===== config.mk =====
export PLATFORM = sky130hd
export DESIGN_NAME = video_timing_rx
export DESIGN_NICKNAME = d
export VERILOG_FILES = /design/src/rtl/video_timing_rx.sv
export SDC_FILE = /design/constraint.sdc
export NUM_CORES = 1
export LEC_CHECK = 0
export BUFFER_PORTS_ARGS = -buffer_cell sky130_fd_sc_hd__buf_2
export CAP_MARGIN = 20
export CORE_ASPECT_RATIO = 0.75
export CORE_MARGIN = 3
export CORE_UTILIZATION = 23
export CTS_CLUSTER_SIZE = 14
export DETAILED_ROUTE_END_ITERATION = 6
export PLACE_DENSITY = 0.44
export SLEW_MARGIN = 0
export SYNTH_ARGS = -nofsm -noshare
export SYNTH_HDL_FRONTEND = slang
export SYNTH_SLANG_ARGS = --single-unit

===== constraint.sdc =====
create_clock -name clk -period 4 [get_ports clk]
set_input_delay 0.4 -clock clk [delete_from_list [all_inputs] [get_ports clk]]
set_output_delay 0.4 -clock clk [all_outputs]
set_load 0.01 [all_outputs]

===== src/rtl/video_timing_rx.sv =====
// Receive-side 720p timing monitor: recovers pixel coordinates, measures sync timing and tracks lock.
// Define FRAME_CHECKSUM_EN to add a per-frame 16-bit (r+g+b) checksum on frame_sum.
module video_timing_rx #(
  parameter int EXP_H_TOTAL  = 1650,
  parameter int EXP_V_TOTAL  = 750,
  parameter int EXP_H_ACTIVE = 1280,
  parameter int EXP_V_ACTIVE = 720,
  parameter int LOCK_FRAMES  = 2,
  parameter int TIMEOUT_CLKS = 3300
) (
  input  logic        clk,
  input  logic        rst,
  input  logic        in_hs,
  input  logic        in_vs,
  input  logic        in_de,
  input  logic [7:0]  in_r,
  input  logic [7:0]  in_g,
  input  logic [7:0]  in_b,
  output logic        rx_valid,
  output logic [11:0] rx_x,
  output logic [11:0] rx_y,
  output logic [23:0] rx_rgb,
  output logic        rx_sof,
  output logic [11:0] h_total_meas,
  output logic [11:0] v_total_meas,
  output logic [11:0] h_active_meas,
  output logic [11:0] v_active_meas,
  output logic        locked,
  output logic        err_sticky,
  output logic [15:0] frame_sum
);

  typedef enum logic [1:0] {ST_UNLOCKED, ST_CHECK, ST_LOCKED} state_t;

  localparam logic [11:0] EXP_HT = 12'(EXP_H_TOTAL);
  localparam logic [11:0] EXP_VT = 12'(EXP_V_TOTAL);
  localparam logic [11:0] EXP_HA = 12'(EXP_H_ACTIVE);
  localparam logic [11:0] EXP_VA = 12'(EXP_V_ACTIVE);
  localparam logic [3:0]  LOCK_N = 4'(LOCK_FRAMES);
  localparam logic [11:0] TO_LIM = 12'(TIMEOUT_CLKS);

  function automatic logic [11:0] sat_inc(input logic [11:0] v);
    return (v == 12'hFFF) ? v : v + 12'd1;
  endfunction

  logic        hs_q, hs_d, vs_q, vs_d, de_q, de_d;
  logic [11:0] h_cnt_q, h_cnt_d, de_run_q, de_run_d;
  logic [11:0] line_cnt_q, line_cnt_d, act_lines_q, act_lines_d;
  logic [11:0] to_cnt_q, to_cnt_d;
  logic [11:0] h_total_q, h_total_d, v_total_q, v_total_d;
  logic [11:0] h_active_q, h_active_d, v_active_q, v_active_d;
  logic        rx_valid_q, rx_valid_d, rx_sof_q, rx_sof_d, sof_pend_q, sof_pend_d;
  logic [11:0] rx_x_q, rx_x_d, rx_y_q, rx_y_d;
  logic [23:0] rx_rgb_q, rx_rgb_d;
  state_t      state_q, state_d;
  logic [3:0]  match_cnt_q, match_cnt_d, cnt_inc;
  logic        arm_q, arm_d, locked_q, locked_d, err_q, err_d;

  logic        hs_rise, vs_rise, de_rise, de_fall, timeout, match;
  logic [11:0] h_tot_now, h_act_now;

  assign hs_rise = in_hs & ~hs_q;
  assign vs_rise = in_vs & ~vs_q;
  assign de_rise = in_de & ~de_q;
  assign de_fall = ~in_de & de_q;
  assign timeout = ~hs_rise && (to_cnt_q == TO_LIM - 12'd1);

  // Horizontal values updating on this very edge are compared in their new form.
  assign h_tot_now = hs_rise ? h_cnt_q : h_total_q;
  assign h_act_now = de_fall ? de_run_q : h_active_q;
  assign match     = (h_tot_now == EXP_HT) && (line_cnt_q == EXP_VT) &&
                     (h_act_now == EXP_HA) && (act_lines_q == EXP_VA);
  assign cnt_inc   = match_cnt_q + 4'd1;

  always_comb begin
    hs_d        = in_hs;
    vs_d        = in_vs;
    de_d        = in_de;
    h_total_d   = h_total_q;
    h_active_d  = h_active_q;
    v_total_d   = v_total_q;
    v_active_d  = v_active_q;
    line_cnt_d  = line_cnt_q;
    act_lines_d = act_lines_q;
    de_run_d    = de_run_q;

    h_cnt_d = hs_rise ? 12'd1 : sat_inc(h_cnt_q);
    if (hs_rise) h_total_d = h_cnt_q;

    if (de_fall) begin
      h_active_d = de_run_q;
      de_run_d   = '0;
    end else if (in_de) begin
      de_run_d = sat_inc(de_run_q);
    end

    // Edges coinciding with a vs rise belong to the new frame.
    if (vs_rise) begin
      v_total_d   = line_cnt_q;
      v_active_d  = act_lines_q;
      line_cnt_d  = hs_rise ? 12'd1 : 12'd0;
      act_lines_d = de_fall ? 12'd1 : 12'd0;
    end else begin
      if (hs_rise) line_cnt_d = sat_inc(line_cnt_q);
      if (de_fall) act_lines_d = sat_inc(act_lines_q);
    end

    if (hs_rise) to_cnt_d = '0;
    else if (to_cnt_q != TO_LIM) to_cnt_d = to_cnt_q + 12'd1;
    else to_cnt_d = to_cnt_q;

    rx_valid_d = in_de;
    rx_rgb_d   = {in_r, in_g, in_b};
    rx_x_d     = rx_x_q;
    rx_y_d     = rx_y_q;
    if (de_rise) rx_x_d = '0;
    else if (in_de) rx_x_d = sat_inc(rx_x_q);
    if (vs_rise) rx_y_d = '0;
    else if (de_fall) rx_y_d = sat_inc(rx_y_q);

    sof_pend_d = sof_pend_q | vs_rise;
    rx_sof_d   = de_rise & sof_pend_d;
    if (de_rise) sof_pend_d = 1'b0;

    state_d     = state_q;
    match_cnt_d = match_cnt_q;
    arm_d       = arm_q;
    err_d       = err_q;
    if (timeout) begin
      state_d     = ST_UNLOCKED;
      match_cnt_d = '0;
      arm_d       = 1'b0;
      if (state_q == ST_LOCKED) err_d = 1'b1;
    end else if (vs_rise) begin
      if (!arm_q) begin
        arm_d = 1'b1;
      end else begin
        case (state_q)
          ST_UNLOCKED: begin
            if (match) begin
              match_cnt_d = 4'd1;
              state_d     = (LOCK_N <= 4'd1) ? ST_LOCKED : ST_CHECK;
            end else begin
              match_cnt_d = '0;
            end
          end
          ST_CHECK: begin
            if (match) begin
              match_cnt_d = cnt_inc;
              if (cnt_inc >= LOCK_N) state_d = ST_LOCKED;
            end else begin
              match_cnt_d = '0;
              state_d     = ST_UNLOCKED;
            end
          end
          ST_LOCKED: begin
            if (!match) begin
              match_cnt_d = '0;
              state_d     = ST_UNLOCKED;
              err_d       = 1'b1;
            end
          end
          default: begin
            match_cnt_d = '0;
            state_d     = ST_UNLOCKED;
          end
        endcase
      end
    end
    locked_d = (state_d == ST_LOCKED);
  end

  always_ff @(posedge clk) begin
    if (rst) begin
      hs_q <= 1'b0; vs_q <= 1'b0; de_q <= 1'b0;
      h_cnt_q <= '0; de_run_q <= '0; line_cnt_q <= '0; act_lines_q <= '0; to_cnt_q <= '0;
      h_total_q <= '0; v_total_q <= '0; h_active_q <= '0; v_active_q <= '0;
      rx_valid_q <= 1'b0; rx_x_q <= '0; rx_y_q <= '0; rx_rgb_q <= '0;
      rx_sof_q <= 1'b0; sof_pend_q <= 1'b0;
      state_q <= ST_UNLOCKED; match_cnt_q <= '0; arm_q <= 1'b0;
      locked_q <= 1'b0; err_q <= 1'b0;
    end else begin
      hs_q <= hs_d; vs_q <= vs_d; de_q <= de_d;
      h_cnt_q <= h_cnt_d; de_run_q <= de_run_d; line_cnt_q <= line_cnt_d;
      act_lines_q <= act_lines_d; to_cnt_q <= to_cnt_d;
      h_total_q <= h_total_d; v_total_q <= v_total_d;
      h_active_q <= h_active_d; v_active_q <= v_active_d;
      rx_valid_q <= rx_valid_d; rx_x_q <= rx_x_d; rx_y_q <= rx_y_d; rx_rgb_q <= rx_rgb_d;
      rx_sof_q <= rx_sof_d; sof_pend_q <= sof_pend_d;
      state_q <= state_d; match_cnt_q <= match_cnt_d; arm_q <= arm_d;
      locked_q <= locked_d; err_q <= err_d;
    end
  end

`ifdef FRAME_CHECKSUM_EN
  logic [15:0] acc_q, acc_d, frame_sum_q, frame_sum_d;

  always_comb begin
    acc_d       = vs_rise ? 16'd0 : acc_q;
    frame_sum_d = vs_rise ? acc_q : frame_sum_q;
    if (in_de) acc_d = acc_d + 16'(in_r) + 16'(in_g) + 16'(in_b);
  end

  always_ff @(posedge clk) begin
    if (rst) begin
      acc_q       <= '0;
      frame_sum_q <= '0;
    end else begin
      acc_q       <= acc_d;
      frame_sum_q <= frame_sum_d;
    end
  end

  assign frame_sum = frame_sum_q;
`else
  assign frame_sum = '0;
`endif

  assign rx_valid      = rx_valid_q;
  assign rx_x          = rx_x_q;
  assign rx_y          = rx_y_q;
  assign rx_rgb        = rx_rgb_q;
  assign rx_sof        = rx_sof_q;
  assign h_total_meas  = h_total_q;
  assign v_total_meas  = v_total_q;
  assign h_active_meas = h_active_q;
  assign v_active_meas = v_active_q;
  assign locked        = locked_q;
  assign err_sticky    = err_q;

endmodule


==> reports/metrics.yaml <==
yosys:
  synth_top_family_by_area: "simple AND/OR/NAND/NOR gates"
  synthCells: 845
  synth_seq_cells: 170
  yosys_warnings: 0
  avgSynthCellArea_um2: 8.42
  synth_compound_area_frac: 0.0974
  synthDistinctLibCells: 52
  synth_edf_count: 0
  synthSimpleGateAreaFrac: 0.274
  synthFlopType: "dfxtp_1"
  seq_area_frac_synth: 0.478
  synth_mux_area_frac: 0.0112
  synth_xor_area_frac: 0.0701
  netlist_area_um2: 7120
  async_flop_share: 0
  yosys.area_share.adder: 0.0211
layout:
  area_delta_synth_final_pct: 22.4
  multi_input_area_um2: 3440
  diodes: 0
  fillers: 3278
  final_nets: 1002
  drive_gt1_frac: 0.176
  seq_area_um2: 3400
  final_cell_area_um2: 8710
worst_hold_path:
  min_from: "in_g[2]"
  hp-class: "in -> reg"
worst_setup_path:
  worstPathRequired_ns: 4.32
  path_class: "reg -> reg"
  end_kind: "flip-flop"
  reg2reg_depth: 6
  crit_path_top_delay_cell: "nand2b_1"
  crit_fanout: 21
  crit_arrival_ns: 2.83
  path_cells: "nand2b_1 -> mux2i_1 -> a2111o_1 -> nor4_4 -> o21ai_0 -> o211a_1"
  rr_startpoint: "hs_q"
  worstReg2RegEnd: "err_sticky"
  max_stage_delay_ns: 0.76
  cp-endpoint: "err_sticky"
  r2r_slack_ns: 1.49
  setup.worst_path.start_class: "flip-flop"
  startpoint: "hs_q"
clock_network:
  cts_buffers: 17
  cts_root_buf: "clkbuf_16"
  clock_tree.buffer_depth: 2
  clock_sinks: 170
  htree_levels: 4
  ctsHoldBuffers: 0
  clk_latency_ns: 0.43
  path_clk_slew_ns: 0.07
  postCtsSetupBuffers: 0
  cts_tree: "yes"
  cts_resized: 0
die:
  fp.dieW_um: 209
  start_util: 0.235
  core_area_um2: 30300
  die_y_um: 158
  die-area_um2: 33100
  rows: 55
  ios: 145
power_and_ir_drop:
  p_int_mw: 2.76
  power.leakage_nw: 3.28
  peakVddDrop_v: 0.000209
  p_clk_frac: 0.475
  p_sw_frac: 0.240
  power_density_nw_per_um2: 416
  combPwrFrac: 0.046
  sequentialPowerShare: 0.479
  switchingPower_mw: 0.870
timing:
  final_hold_viol_count: 0
  worst_slew_pin_slew_ns: 1.00
  slew_headroom: 0.332
  finClkSkew_ns: 0.00997
  finalCritPeriodShare: 0.628
  rsz0062_at_grt: "false"
  setup_violations: 0
  final_max_slew_viol_count: 0
  max_freq_mhz: 398
  final.setup.tns_ns: 0
  fin_crit_ns: 2.51
  finalHoldWorstSlack_ns: 0.171
  setup_ws_ns: 1.49
placed_design:
  portBuffers: 128
  dp_hpwl_mm: 13.1
  pre_cts_slack_ns: 1.37
  routabilityCongestion: 0.743
  dpl_cell_area_um2: 8110
grt:
  grt.overflow.total: 0
  grt_first_pass_wirelength_mm: 29.8
  grt_max_degree: 82
  grt_pass1_vias: 5411
  track_usage: 0.113
  antenna_found_initial: 0
status:
  outcome: "finished clean"
route:
  first_pass_iters: 5
  drc: 0
  routed_wirelength_mm: 18.7
  drt_iter0_drc: 334
  viasPerCell: 4.32
  final_antenna_net_count: 0
  vias: 5938
  wl_per_cell_um: 13.6
job:
  maxCapViolCount: 0
[power groups by stage]
| stage | Sequential [mW] | Clock (mW) | Combinational (mW) |
|---|---|---|---|
| floorplan | 1.78 | 0 | 0.110 |
| global placement | 1.78 | 0 | 0.170 |
| detailed placement | 1.78 | 0 | 0.169 |
| CTS | 1.74 | 1.78 | 0.170 |
| global route | 1.74 | 1.84 | 0.191 |
| finish | 1.74 | 1.72 | 0.167 |
[area by class of cell]
| cell class | instances | share of cell area |
|---|---|---|
| clock inverter | 15 | 0.0201 |
| tap | 399 | 0.0573 |
| sequential | 170 | 0.391 |
| clock buffer | 17 | 0.0488 |
| multi-input combinational | 617 | 0.395 |
| inverter | 20 | 0.00862 |
| timing repair buffer | 135 | 0.0796 |
[logic make-up (layout without fill, tap and decap cells)]
group	count (synthesis)	in the layout
AOI/OAI and AO/OA	119	119
xor gates and xnor gates	57	57
adders and majority gates	12	12
buffers and inverters	73	187
DFF	170	170
muxes	8	8
other	1	16
and+or+nand+nor	405	405
[metrics by stage]
| step | util | power [mW] | cells |
|---|---|---|---|
| final | 0.287 | 3.63 | 1373 |
| after floorplan | - | 1.89 | 860 |
| after global placement | 0.267 | 1.95 | 1341 |
| after CTS | 0.287 | 3.69 | 1373 |
| after detailed placement | 0.267 | 1.95 | 1341 |
| after global routing | 0.287 | 3.78 | 1373 |
[synthesized netlist by cell type (all sizes together) (2+ instances only)]
library cell	number	share of area
nand2b	3	0.0026
nor3b	3	0.0032
o31ai	2	0.0021
nor4b	3	0.0037
nand4	28	0.025
a21oi	72	0.051
o211ai	3	0.0032
nor2b	32	0.028
o21ai	20	0.014
dfxtp	170	0.48
and2	4	0.0035
ha	12	0.021
xor2	26	0.032
a311oi	2	0.0025
and4	7	0.0086
xnor2	31	0.038
nand4b	2	0.0025
mux2i	8	0.011
nand2	130	0.069
clkbuf	31	0.016
a32oi	3	0.0037
buf	22	0.020
nor3	25	0.018
o311ai	2	0.0025
or3	11	0.0097
a41oi	2	0.0035
nand3	29	0.020
nor2	102	0.054
a211oi	5	0.0053
nor4	8	0.0091
and3	12	0.011
a31oi	2	0.0018
inv	20	0.011
[cells in the final DEF, fill, tap and decap left out, types with 4 or more instances in the layout]
master and count:
a211oi_1 5, a21oi_1 72, and2_1 4, and3_1 12, and4_1 7, buf_2 128
buf_4 7, clkbuf_16 17, clkinv_2 4, clkinvlp_4 4, conb_1 16, dfxtp_1 170
ha_1 12, inv_1 20, mux2i_1 8, nand2_1 130, nand3_1 29, nand4_1 28
nor2_1 102, nor2b_1 31, nor3_1 25, nor4_1 7, o21ai_0 18, or3_1 11
xnor2_1 31, xor2_1 26
[per-layer routing]
| metal | up-vias | share of wire | GRT usage |
|---|---|---|---|
| li1 | 3078 | - | - |
| met4 | 0 | 0.0079 | 0.0287 |
| met5 | - | 0 | 0 |
| met2 | 111 | 0.39 | 0.158 |
| met3 | 11 | 0.058 | 0.0333 |
| met1 | 2738 | 0.54 | 0.167 |
[registers in the layout (all words and copies together), names as in the netlist]
signal / count
rx_rgb: 24
h_cnt_q: 12
v_active_meas: 12
rx_valid: 1
arm_q: 1
h_active_meas: 12
vs_q: 1
locked: 1
rx_y: 12
line_cnt_q: 12
to_cnt_q: 12
sof_pend_q: 1
act_lines_q: 12
hs_q: 1
match_cnt_q: 4
h_total_meas: 12
de_run_q: 12
state_q: 2
err_sticky: 1
v_total_meas: 12
rx_x: 12
rx_sof: 1
[worst min-delay path by stage]
stage                   endpoint  depth (start not counted)  slack, ns
3_5_place_dp   v_active_meas[10]                          2       0.45
5_1_grt               rx_rgb[13]                          2       0.15
6_report              rx_rgb[10]                          2       0.17
2_1_floorplan              arm_q                          2       0.44
3_3_place_gp    v_active_meas[8]                          2       0.44
4_1_cts               rx_rgb[12]                          2       0.15
[critical path: cells and delay by family (launching register included)]
kind	cells	cell delay, ns
AND/OR/NAND/NOR	2	1.22
AO/OA/AOI/OAI	3	0.67
flip-flops	1	0.32
multiplexers	1	0.17
No activity file was read; power rests on OpenSTA's default activity.
